<file path="src/rtl/fc_layer_pkg.sv">
// Shared definitions for the fully-connected stage: memory select codes,
// fixed-point widths, address widths, FSM state encoding and the weight ROM
// address helper.
package fc_layer_pkg;

  // Fixed-point formats: data unsigned 4.16, weights/bias signed 4.16.
  localparam int unsigned DATA_W   = 20;
  localparam int unsigned FRAC_W   = 16;
  localparam int unsigned WEIGHT_W = 20;
  localparam int unsigned ACC_W    = 53;
  localparam int unsigned OPD_W    = DATA_W + 1;        // zero-extended data operand
  localparam int unsigned PROD_W   = OPD_W + WEIGHT_W;  // 41-bit signed product
  localparam int unsigned RND_W    = DATA_W + 1;        // rounded result plus carry

  // Bus widths.
  localparam int unsigned CSEL_W  = 3;
  localparam int unsigned RADDR_W = 12;
  localparam int unsigned WADDR_W = 15;

  // Default layer geometry.
  localparam int unsigned N_IN_DEF    = 2048;
  localparam int unsigned NUM_OUT_DEF = 10;

  // Memory select codes on the shared csel bus. The image memory has its own
  // port, so its code coincides with "no access".
  localparam logic [CSEL_W-1:0] CSEL_NONE  = 3'b000;
  localparam logic [CSEL_W-1:0] CSEL_IMG   = 3'b000;
  localparam logic [CSEL_W-1:0] CSEL_L0_K0 = 3'b001;
  localparam logic [CSEL_W-1:0] CSEL_L0_K1 = 3'b010;
  localparam logic [CSEL_W-1:0] CSEL_L1_K0 = 3'b011;
  localparam logic [CSEL_W-1:0] CSEL_L1_K1 = 3'b100;
  localparam logic [CSEL_W-1:0] CSEL_L2    = 3'b101;
  localparam logic [CSEL_W-1:0] CSEL_RES   = 3'b110;

  typedef enum logic [2:0] {
    ST_IDLE  = 3'd0,
    ST_BIAS  = 3'd1,
    ST_RUN   = 3'd2,
    ST_DRAIN = 3'd3,
    ST_WRITE = 3'd4,
    ST_FIN   = 3'd5
  } fc_state_e;

  // Weight ROM is row-major: row * n_in + col. Biases sit in row NUM_OUT.
  function automatic logic [WADDR_W-1:0] wrom_addr(input int unsigned row,
                                                   input int unsigned col,
                                                   input int unsigned n_in);
    return WADDR_W'(row * n_in + col);
  endfunction

endpackage

</file>
<file path="src/rtl/fc_mac.sv">
// Multiply-accumulate pipeline for one output neuron plus result formation.
//   clk, rst      : clock, asynchronous active-high reset
//   clr           : synchronous clear of accumulator and pipeline valids
//   bias_ld       : weight_in carries the bias this cycle; load it into acc
//   in_vld        : data_in/weight_in carry one input term this cycle
//   data_in       : unsigned 4.16 activation
//   weight_in     : signed 4.16 weight or bias
//   result_c      : clamped, rounded, saturated 4.16 result of acc (combinational)
module fc_mac
  import fc_layer_pkg::*;
(
  input  logic                clk,
  input  logic                rst,
  input  logic                clr,
  input  logic                bias_ld,
  input  logic                in_vld,
  input  logic [DATA_W-1:0]   data_in,
  input  logic [WEIGHT_W-1:0] weight_in,
  output logic [DATA_W-1:0]   result_c
);

  logic                       opv_q, opv_d;
  logic                       prodv_q, prodv_d;
  logic signed [OPD_W-1:0]    opd_q, opd_d;
  logic signed [WEIGHT_W-1:0] opw_q, opw_d;
  logic signed [PROD_W-1:0]   prod_q, prod_d;
  logic signed [ACC_W-1:0]    acc_q, acc_d;
  logic [RND_W-1:0]           rnd_c;

  // Pipeline next-state: operand capture, product, accumulate.
  always_comb begin
    opv_d   = in_vld & ~clr;
    opd_d   = {1'b0, data_in};
    opw_d   = weight_in;
    prodv_d = opv_q & ~clr;
    prod_d  = opd_q * opw_q;
    acc_d   = acc_q;
    if (clr) begin
      acc_d = '0;
    end else if (bias_ld) begin
      // Bias is 4.16; the accumulator carries 32 fractional bits.
      acc_d = {{(ACC_W - WEIGHT_W - FRAC_W){weight_in[WEIGHT_W-1]}}, weight_in, FRAC_W'(0)};
    end else if (prodv_q) begin
      acc_d = acc_q + ACC_W'(prod_q);
    end
  end

  always_ff @(posedge clk or posedge rst) begin
    if (rst) begin
      opv_q   <= 1'b0;
      prodv_q <= 1'b0;
      opd_q   <= '0;
      opw_q   <= '0;
      prod_q  <= '0;
      acc_q   <= '0;
    end else begin
      opv_q   <= opv_d;
      prodv_q <= prodv_d;
      opd_q   <= opd_d;
      opw_q   <= opw_d;
      prod_q  <= prod_d;
      acc_q   <= acc_d;
    end
  end

  // ReLU, then overflow saturation, then round-half-up with carry saturation.
  always_comb begin
    rnd_c = {1'b0, acc_q[FRAC_W+DATA_W-1:FRAC_W]} + RND_W'(acc_q[FRAC_W-1]);
    if (acc_q[ACC_W-1]) begin
      result_c = '0;
    end else if (|acc_q[ACC_W-1:FRAC_W+DATA_W]) begin
      result_c = '1;
    end else if (rnd_c[RND_W-1]) begin
      result_c = '1;
    end else begin
      result_c = rnd_c[DATA_W-1:0];
    end
  end

endmodule

</file>
<file path="src/rtl/fc_layer.sv">
// Fully-connected layer controller. After start, for each neuron n it loads
// the bias, streams N_IN (activation, weight) pairs through fc_mac, flushes
// the pipeline and writes one 4.16 result to the result memory.
//   clk, reset          : clock, asynchronous active-high reset
//   start / busy / done : request, run indicator, end-of-run pulse
//   crd, caddr_rd, cdata_rd : layer-2 memory read port
//   csel                : memory select (SRC_SEL on reads, RES_SEL on writes)
//   cwr, caddr_wr, cdata_wr : result memory write port
//   wrd, waddr, wdata   : weight ROM read port
module fc_layer
  import fc_layer_pkg::*;
#(
  parameter int unsigned       N_IN    = N_IN_DEF,
  parameter int unsigned       NUM_OUT = NUM_OUT_DEF,
  parameter logic [CSEL_W-1:0] SRC_SEL = CSEL_L2,
  parameter logic [CSEL_W-1:0] RES_SEL = CSEL_RES
) (
  input  logic                clk,
  input  logic                reset,
  input  logic                start,
  output logic                busy,
  output logic                done,
  output logic                crd,
  output logic [RADDR_W-1:0]  caddr_rd,
  input  logic [DATA_W-1:0]   cdata_rd,
  output logic [CSEL_W-1:0]   csel,
  output logic                cwr,
  output logic [RADDR_W-1:0]  caddr_wr,
  output logic [DATA_W-1:0]   cdata_wr,
  output logic                wrd,
  output logic [WADDR_W-1:0]  waddr,
  input  logic [WEIGHT_W-1:0] wdata
);

  localparam int unsigned N_W       = (NUM_OUT > 1) ? $clog2(NUM_OUT) : 1;
  localparam int unsigned CNT_W     = RADDR_W;
  localparam int unsigned DRAIN_LEN = 3;

  fc_state_e           state_q, state_d;
  logic [N_W-1:0]      n_q, n_d;
  logic [CNT_W-1:0]    i_q, i_d;
  logic [CNT_W-1:0]    i_nxt;
  logic                busy_q, busy_d;
  logic                done_q, done_d;
  logic                crd_q, crd_d;
  logic [RADDR_W-1:0]  caddr_rd_q, caddr_rd_d;
  logic [CSEL_W-1:0]   csel_q, csel_d;
  logic                cwr_q, cwr_d;
  logic [RADDR_W-1:0]  caddr_wr_q, caddr_wr_d;
  logic [DATA_W-1:0]   cdata_wr_q, cdata_wr_d;
  logic                wrd_q, wrd_d;
  logic [WADDR_W-1:0]  waddr_q, waddr_d;
  logic [DATA_W-1:0]   result_c;

  assign i_nxt = i_q + CNT_W'(1);

  // Next state and next registered outputs. Outputs are computed for the
  // state being entered so that strobes line up with that state's cycles.
  always_comb begin
    state_d    = state_q;
    n_d        = n_q;
    i_d        = i_q;
    busy_d     = busy_q;
    done_d     = 1'b0;
    crd_d      = 1'b0;
    caddr_rd_d = '0;
    csel_d     = CSEL_NONE;
    cwr_d      = 1'b0;
    caddr_wr_d = '0;
    cdata_wr_d = '0;
    wrd_d      = 1'b0;
    waddr_d    = '0;
    case (state_q)
      ST_IDLE: begin
        if (start) begin
          state_d = ST_BIAS;
          n_d     = '0;
          busy_d  = 1'b1;
          wrd_d   = 1'b1;
          waddr_d = wrom_addr(NUM_OUT, 0, N_IN);
        end
      end
      ST_BIAS: begin
        state_d    = ST_RUN;
        i_d        = '0;
        crd_d      = 1'b1;
        csel_d     = SRC_SEL;
        caddr_rd_d = '0;
        wrd_d      = 1'b1;
        waddr_d    = wrom_addr(32'(n_q), 0, N_IN);
      end
      ST_RUN: begin
        if (i_q == CNT_W'(N_IN - 1)) begin
          state_d = ST_DRAIN;
          i_d     = '0;
        end else begin
          i_d        = i_nxt;
          crd_d      = 1'b1;
          csel_d     = SRC_SEL;
          caddr_rd_d = RADDR_W'(i_nxt);
          wrd_d      = 1'b1;
          waddr_d    = wrom_addr(32'(n_q), 32'(i_nxt), N_IN);
        end
      end
      ST_DRAIN: begin
        // The last product reaches the accumulator before the final drain cycle ends.
        if (i_q == CNT_W'(DRAIN_LEN - 1)) begin
          state_d    = ST_WRITE;
          cwr_d      = 1'b1;
          csel_d     = RES_SEL;
          caddr_wr_d = RADDR_W'(n_q);
          cdata_wr_d = result_c;
        end else begin
          i_d = i_nxt;
        end
      end
      ST_WRITE: begin
        if (n_q == N_W'(NUM_OUT - 1)) begin
          state_d = ST_FIN;
          done_d  = 1'b1;
          busy_d  = 1'b0;
        end else begin
          state_d = ST_BIAS;
          n_d     = n_q + N_W'(1);
          wrd_d   = 1'b1;
          waddr_d = wrom_addr(NUM_OUT, 32'(n_q) + 1, N_IN);
        end
      end
      ST_FIN: begin
        state_d = ST_IDLE;
      end
      default: begin
        state_d = ST_IDLE;
        busy_d  = 1'b0;
      end
    endcase
  end

  always_ff @(posedge clk or posedge reset) begin
    if (reset) begin
      state_q    <= ST_IDLE;
      n_q        <= '0;
      i_q        <= '0;
      busy_q     <= 1'b0;
      done_q     <= 1'b0;
      crd_q      <= 1'b0;
      caddr_rd_q <= '0;
      csel_q     <= CSEL_NONE;
      cwr_q      <= 1'b0;
      caddr_wr_q <= '0;
      cdata_wr_q <= '0;
      wrd_q      <= 1'b0;
      waddr_q    <= '0;
    end else begin
      state_q    <= state_d;
      n_q        <= n_d;
      i_q        <= i_d;
      busy_q     <= busy_d;
      done_q     <= done_d;
      crd_q      <= crd_d;
      caddr_rd_q <= caddr_rd_d;
      csel_q     <= csel_d;
      cwr_q      <= cwr_d;
      caddr_wr_q <= caddr_wr_d;
      cdata_wr_q <= cdata_wr_d;
      wrd_q      <= wrd_d;
      waddr_q    <= waddr_d;
    end
  end

  // Data returned during the BIAS cycle is the bias; during read cycles it is a term.
  fc_mac u_mac (
    .clk       (clk),
    .rst       (reset),
    .clr       (state_q == ST_IDLE),
    .bias_ld   (state_q == ST_BIAS),
    .in_vld    (crd_q),
    .data_in   (cdata_rd),
    .weight_in (wdata),
    .result_c  (result_c)
  );

  assign busy     = busy_q;
  assign done     = done_q;
  assign crd      = crd_q;
  assign caddr_rd = caddr_rd_q;
  assign csel     = csel_q;
  assign cwr      = cwr_q;
  assign caddr_wr = caddr_wr_q;
  assign cdata_wr = cdata_wr_q;
  assign wrd      = wrd_q;
  assign waddr    = waddr_q;

endmodule

</file>
<file path="config.mk">
export PLATFORM = sky130hd
export DESIGN_NAME = fc_layer
export DESIGN_NICKNAME = d
export VERILOG_FILES = /design/src/rtl/fc_layer_pkg.sv /design/src/rtl/fc_mac.sv /design/src/rtl/fc_layer.sv
export SDC_FILE = /design/constraint.sdc
export NUM_CORES = 2
export LEC_CHECK = 0
export ABC_AREA = 1
export BUFFER_PORTS_ARGS = -buffer_cell sky130_fd_sc_hd__buf_2
export CORE_UTILIZATION = 40
export CTS_CLUSTER_SIZE = 25
export DETAILED_ROUTE_END_ITERATION = 16
export SLEW_MARGIN = 20
export SYNTH_ARGS = -nofsm -noshare
export SYNTH_HDL_FRONTEND = slang
export SYNTH_SLANG_ARGS = --single-unit
</file>
<file path="constraint.sdc">
create_clock -name clk -period 6.2 [get_ports clk]
set_input_delay 0.62 -clock clk [delete_from_list [all_inputs] [get_ports clk]]
set_output_delay 0.62 -clock clk [all_outputs]
set_load 0.1 [all_outputs]
</file>
After elaboration in Yosys (flattened, before gate mapping). Index checks and enable logic that the tools add are counted.

Output and inout port bits: 67. Input bits: 43. Flip-flop bits (word level): 222.

Add/sub/neg operators: 7. Equality and inequality tests: 14. Bitwise gates (word level): 4. Mux-type cells: 41. Reduce and logical (&&, ||, !) cells: 10. Multipliers: 1.

Operators by type and width (number): two-way mux 53 bit (3); two-way mux 20 bit (5); case mux 15 bit (4 select lines) (1); adder 53 x 41 -> 53 bit (1); two-way mux 15 bit (3); multiplier 21 x 20 -> 41 bit (1); two-way mux 12 bit (3); case mux 12 bit (3 select lines) (1); adder 20 x 1 -> 21 bit (1); two-way mux 3 bit (6); OR reduction 17 bit (1); two-way mux 4 bit (4); adder 15 x 12 -> 15 bit (1); adder 15 x 5 -> 15 bit (first input constant) (1); case mux 3 bit (5 select lines) (1); adder 12 x 1 -> 12 bit (second input constant) (1); == test 12 x 11 -> 1 bit (second input constant) (1); == test 12 x 2 -> 1 bit (second input constant) (1); != test 2 bit (second input constant) (6); two-way mux 1 bit (9); case mux 3 bit (3 select lines) (1); AND reduction 3 bit (3); case mux 4 bit (2 select lines) (1); == test 3 x 2 -> 1 bit (second input constant) (2); 15 further kinds (19).

Longest topological paths before layout.
Word-level depth: 6. Gate-level depth with buffers: 27.

Hierarchy. From an unflattened synthesis, not the netlist that was laid out.

Cells, all modules: 3853. Area total of the unflattened synthesis: 27675.3 um^2.

By module, submodules not included: fc_mac (times used 1, cells an instance 3500, area an instance 24405.9 um^2, seq. area each 3403.3 um^2); fc_layer (times used 1, cells an instance 353, area an instance 3269.4 um^2, seq. area each 1951.9 um^2).

Worst setup path after synthesis. No wires, ideal clock.

Path kind: reg2reg. From: register u_mac.opw_q[3]. To: register u_mac.prod_q[35]. Data arrival time: 5637 ps. Period minus slack after synthesis: 5716 ps. Required time: 6121 ps. Cell stages (with the launch flop): 25. Buffers on the path: 1. Slack: 484 ps. Library setup time: 79 ps. Cells stage by stage: dfrtp_1 > clkbuf_1 > nand2_1 > inv_1 > fa_1 > fa_1 > inv_1 > fa_1 > inv_1 > fa_1 > inv_1 > fa_1 > inv_1 > fa_1 > inv_1 > fa_1 > inv_1 > ha_1 > nand2_1 > nor2_1 > nand2_1 > o21ai_0 > nand3_1 > nand2_1 > xor2_1.

Word-level cells in the longest chain between the ends: 1.

Ends and longest elaborated chain: start, declared (line fc_mac.sv:25) `logic signed [WEIGHT_W-1:0] opw_q, opw_d;`; start signal, assigned (line fc_mac.sv:60) `opw_q <= opw_d;`; multiplier 21 x 20 -> 41 bit (line fc_mac.sv:36) `prod_d = opd_q * opw_q;`; named net u_mac.prod_d[35] (line fc_mac.sv:26) `logic signed [PROD_W-1:0] prod_q, prod_d;`; end signal, assigned (line fc_mac.sv:61) `prod_q <= prod_d;`; end, declared (line fc_mac.sv:26).

The timed path passes the listed nets, and every way through them passes these cells. A chain may end at the register's enable or synchronous reset.

Worst setup path after layout.
From: register u_mac.opw_q[3]. To: register u_mac.prod_q[34].

Same word-level chain as after synthesis.

==> out/qor.yml <==
slowest_stage: "fa_1"
startpoint_type: "register"
rsz0062_at_grt: "yes"
fin_hold_ws_ns: -0.0125
dieWidth_um: 261
failed_checks: "negative hold slack"
initial_utilization: 0.407
clock_skew_ns: 0.0235
reg2reg_depth: 24
gr-total-overflow: 0
path_cells: "buf_6 > nand2_1 > inv_1 > fa_1 > fa_1 > inv_1 > fa_1 > inv_1 > fa_1 > fa_1 > fa_1 > inv_1 > fa_1 > inv_1 > ha_1 > a21o_1 > a31oi_1 > nand2_1 > nand2_1 > nand2_1 > nand3_1 > nand2_1 > nand2_1 > nand2_1"
critPathBufInv: 6
grt_max_degree: 113
yosysWarnings: 0
grt_pass1_vias: 22900
synth_top_area_cell: "fa_1"
avgRoutedWirePerCell_um: 16.6
hold_buffers: 0
num_io_pins: 110
fp.coreArea_um2: 66200
cts_root_buf: "clkbuf_16"
design_area_um2: 30300
synthTopCellsByArea: "fa_1, dfrtp_1, nand2_1, inv_1, ha_1"
synth_cells: 3717
grt.total_usage: 0.237
status: "finished with violations"
rrSetupSlack_ns: 0.12
totalWireLength_um: 78700
grt_pass1_wl_um: 126000
numPortBuffers: 101
fin_crit_ns: 6.08
synth_top_area_frac: 0.239
clk_latency_ns: 0.59
path_clk_slew_ns: 0.06
ys_seq_elements: 208
die_h_um: 261
antenna_found_initial: 3
hp-class: "primary input to async pin"
drv_slew: 0
timing.final.hold_violations: 9
setup_viol: 0
cp_max_fo: 10
synth.cell_area_um2: 26900
die_area_um2: 68300
drc_errors: 0
drt-pass1-iter-count: 5
via_per_inst: 4.81
layout.nets: 4455
final_util: 0.458
worst_pin_slew_ns: 0.830
arrival_ns: 6.54
cp.required_ns: 6.66
critPathMaxStageDelay_ns: 0.51
layout_common_cells: "nand2_1, inv_1, fa_1, nor2_1, ha_1"
syn_area_per_cell_um2: 7.24
final_common_cell: "nand2_1"
maxSlewHeadroom: 0.445
placed_area_um2: 29000
fmax_ghz: 0.165
dp_hpwl_um: 66700
rows: 94
cts_tree: "built"
max_cap_viol_count: 0
gp_congestion: 0.999
ys_seq_area_frac: 0.193
clockBufferDepth: 3
clock_sinks: 208
ant_nets: 0
drtIter0Drc: 1791
synth_cell_types: 45
rr_startpoint: "u_mac.opw_q[3]"
fin_crit_sh: 0.980
area_growth_pct: 12.7
htree_levels: 1
cts_buffers: 28
worstReg2RegEnd: "u_mac.prod_q[34]"
dr_total_vias: 22800
cp-end-kind: "register"
cpLargestDelayFamily: "adder cells"
num-fill-cells: 6773
drive_gt1_frac: 0.0902
critPathKind: "register to register"
flip-flops by register name, summed over array words and instances, names as in the netlist, 4 cells and up:
register	count
u_mac.acc_q	53
u_mac.opd_q	20
u_mac.prod_q	41
caddr_wr	4
caddr_rd	11
u_mac.opw_q	20
i_q	12
cdata_wr	20
n_q	4
waddr	10
what timing repair did:
action | CTS | global route
resized for setup | 3 | 73
pin swaps | 0 | 4
setup endpoints to repair | 2 | 25
setup buffers | 0 | 2
endpoints found under the hold margin | 0 | 0
synthesized netlist by cell type (all sizes together):
library cell,count
nor2,270
a31oi,4
or2,15
nand4,21
o21a,2
clkinv,2
o32ai,2
nand3,123
ha,233
nand3b,2
o211ai,4
xnor2,19
nor3,23
xor2,60
o21ai,77
and2,1
o31ai,1
fa,322
and3,2
nand2,1089
inv,970
o22ai,11
o221ai,1
a21boi,10
o21bai,21
buf,19
o2111ai,1
a21oi,87
conb,1
dfrtp,208
a32oi,1
a32o,5
a22o,2
a21o,6
clkbuf,95
nor4,7
logic make-up (layout without fill, tap and decap cells):
family,count (synthesis),after routing,synth area share
compound gates,235,235,0.0505
other cells,1,10,0.000139
buf+inv,1086,1241,0.154
fa+ha+maj,555,555,0.348
flops,208,208,0.193
xor+xnor,79,79,0.0257
simple gates,1553,1553,0.229
stage by stage:
step	worst slack (ns)	TNS, ns	std cells
6_report	0.122	0	4745
5_1_grt	-0.0338	-0.0484	4743
4_1_cts	0.0136	0	4740
3_5_place_dp	-0.0264	-0.0264	4688
3_3_place_gp	0.0334	0	4688
2_1_floorplan	0.484	0	3724
routing by layer:
layer | vias up | routed length (um) | share of wire | GRT usage
met5 | - | 0 | 0 | 0
met2 | 511 | 36000 | 0.46 | 0.383
met3 | 106 | 4060 | 0.052 | 0.0230
met1 | 11000 | 36400 | 0.46 | 0.339
met4 | 0 | 2250 | 0.029 | 0.0607
li1 | 11100 | - | - | -
worst reg2reg max path, cell delays in order, from the launching register on:
cell     delay, ns
dfrtp_2       0.48
buf_6         0.18
nand2_1       0.06
inv_1         0.05
fa_1          0.47
fa_1          0.51
inv_1         0.05
fa_1          0.47
inv_1         0.05
fa_1          0.48
fa_1          0.50
fa_1          0.50
inv_1         0.05
fa_1          0.47
inv_1         0.04
ha_1          0.31
a21o_1        0.19
a31oi_1       0.38
nand2_1       0.21
nand2_1       0.10
nand2_1       0.10
nand3_1       0.13
nand2_1       0.06
nand2_1       0.06
nand2_1       0.05
worst max-delay path by stage:
| stage | start | end | slack (ns) | depth (start not counted) |
|---|---|---|---|---|
| after global placement | u_mac.opw_q[3] | u_mac.prod_q[31] | 0.03 | 23 |
| final | u_mac.opw_q[3] | u_mac.prod_q[34] | 0.12 | 24 |
| after CTS | u_mac.opw_q[3] | u_mac.prod_q[31] | 0.01 | 23 |
| after global routing | u_mac.opw_q[4] | u_mac.prod_q[34] | -0.03 | 24 |
| after floorplan | u_mac.opw_q[3] | u_mac.prod_q[35] | 0.48 | 24 |
| after detailed placement | u_mac.opw_q[3] | u_mac.prod_q[31] | -0.03 | 23 |
area by class of cell:
class,count,area [um2],share of cell area
Antenna cell,2,5.00,0.000165
Clock buffer,33,781,0.0257
Clock inverter,19,328,0.0108
Inverter,972,3650,0.120
Multi-Input combinational cell,2430,17800,0.586
Sequential cell,208,5240,0.173
Tap cell,864,1080,0.0356
Timing Repair Buffer,217,1480,0.0489
Power is left out: the tool's default activity adds up to more than one toggle a clock period on the data nets, which glitch-free logic cannot reach.
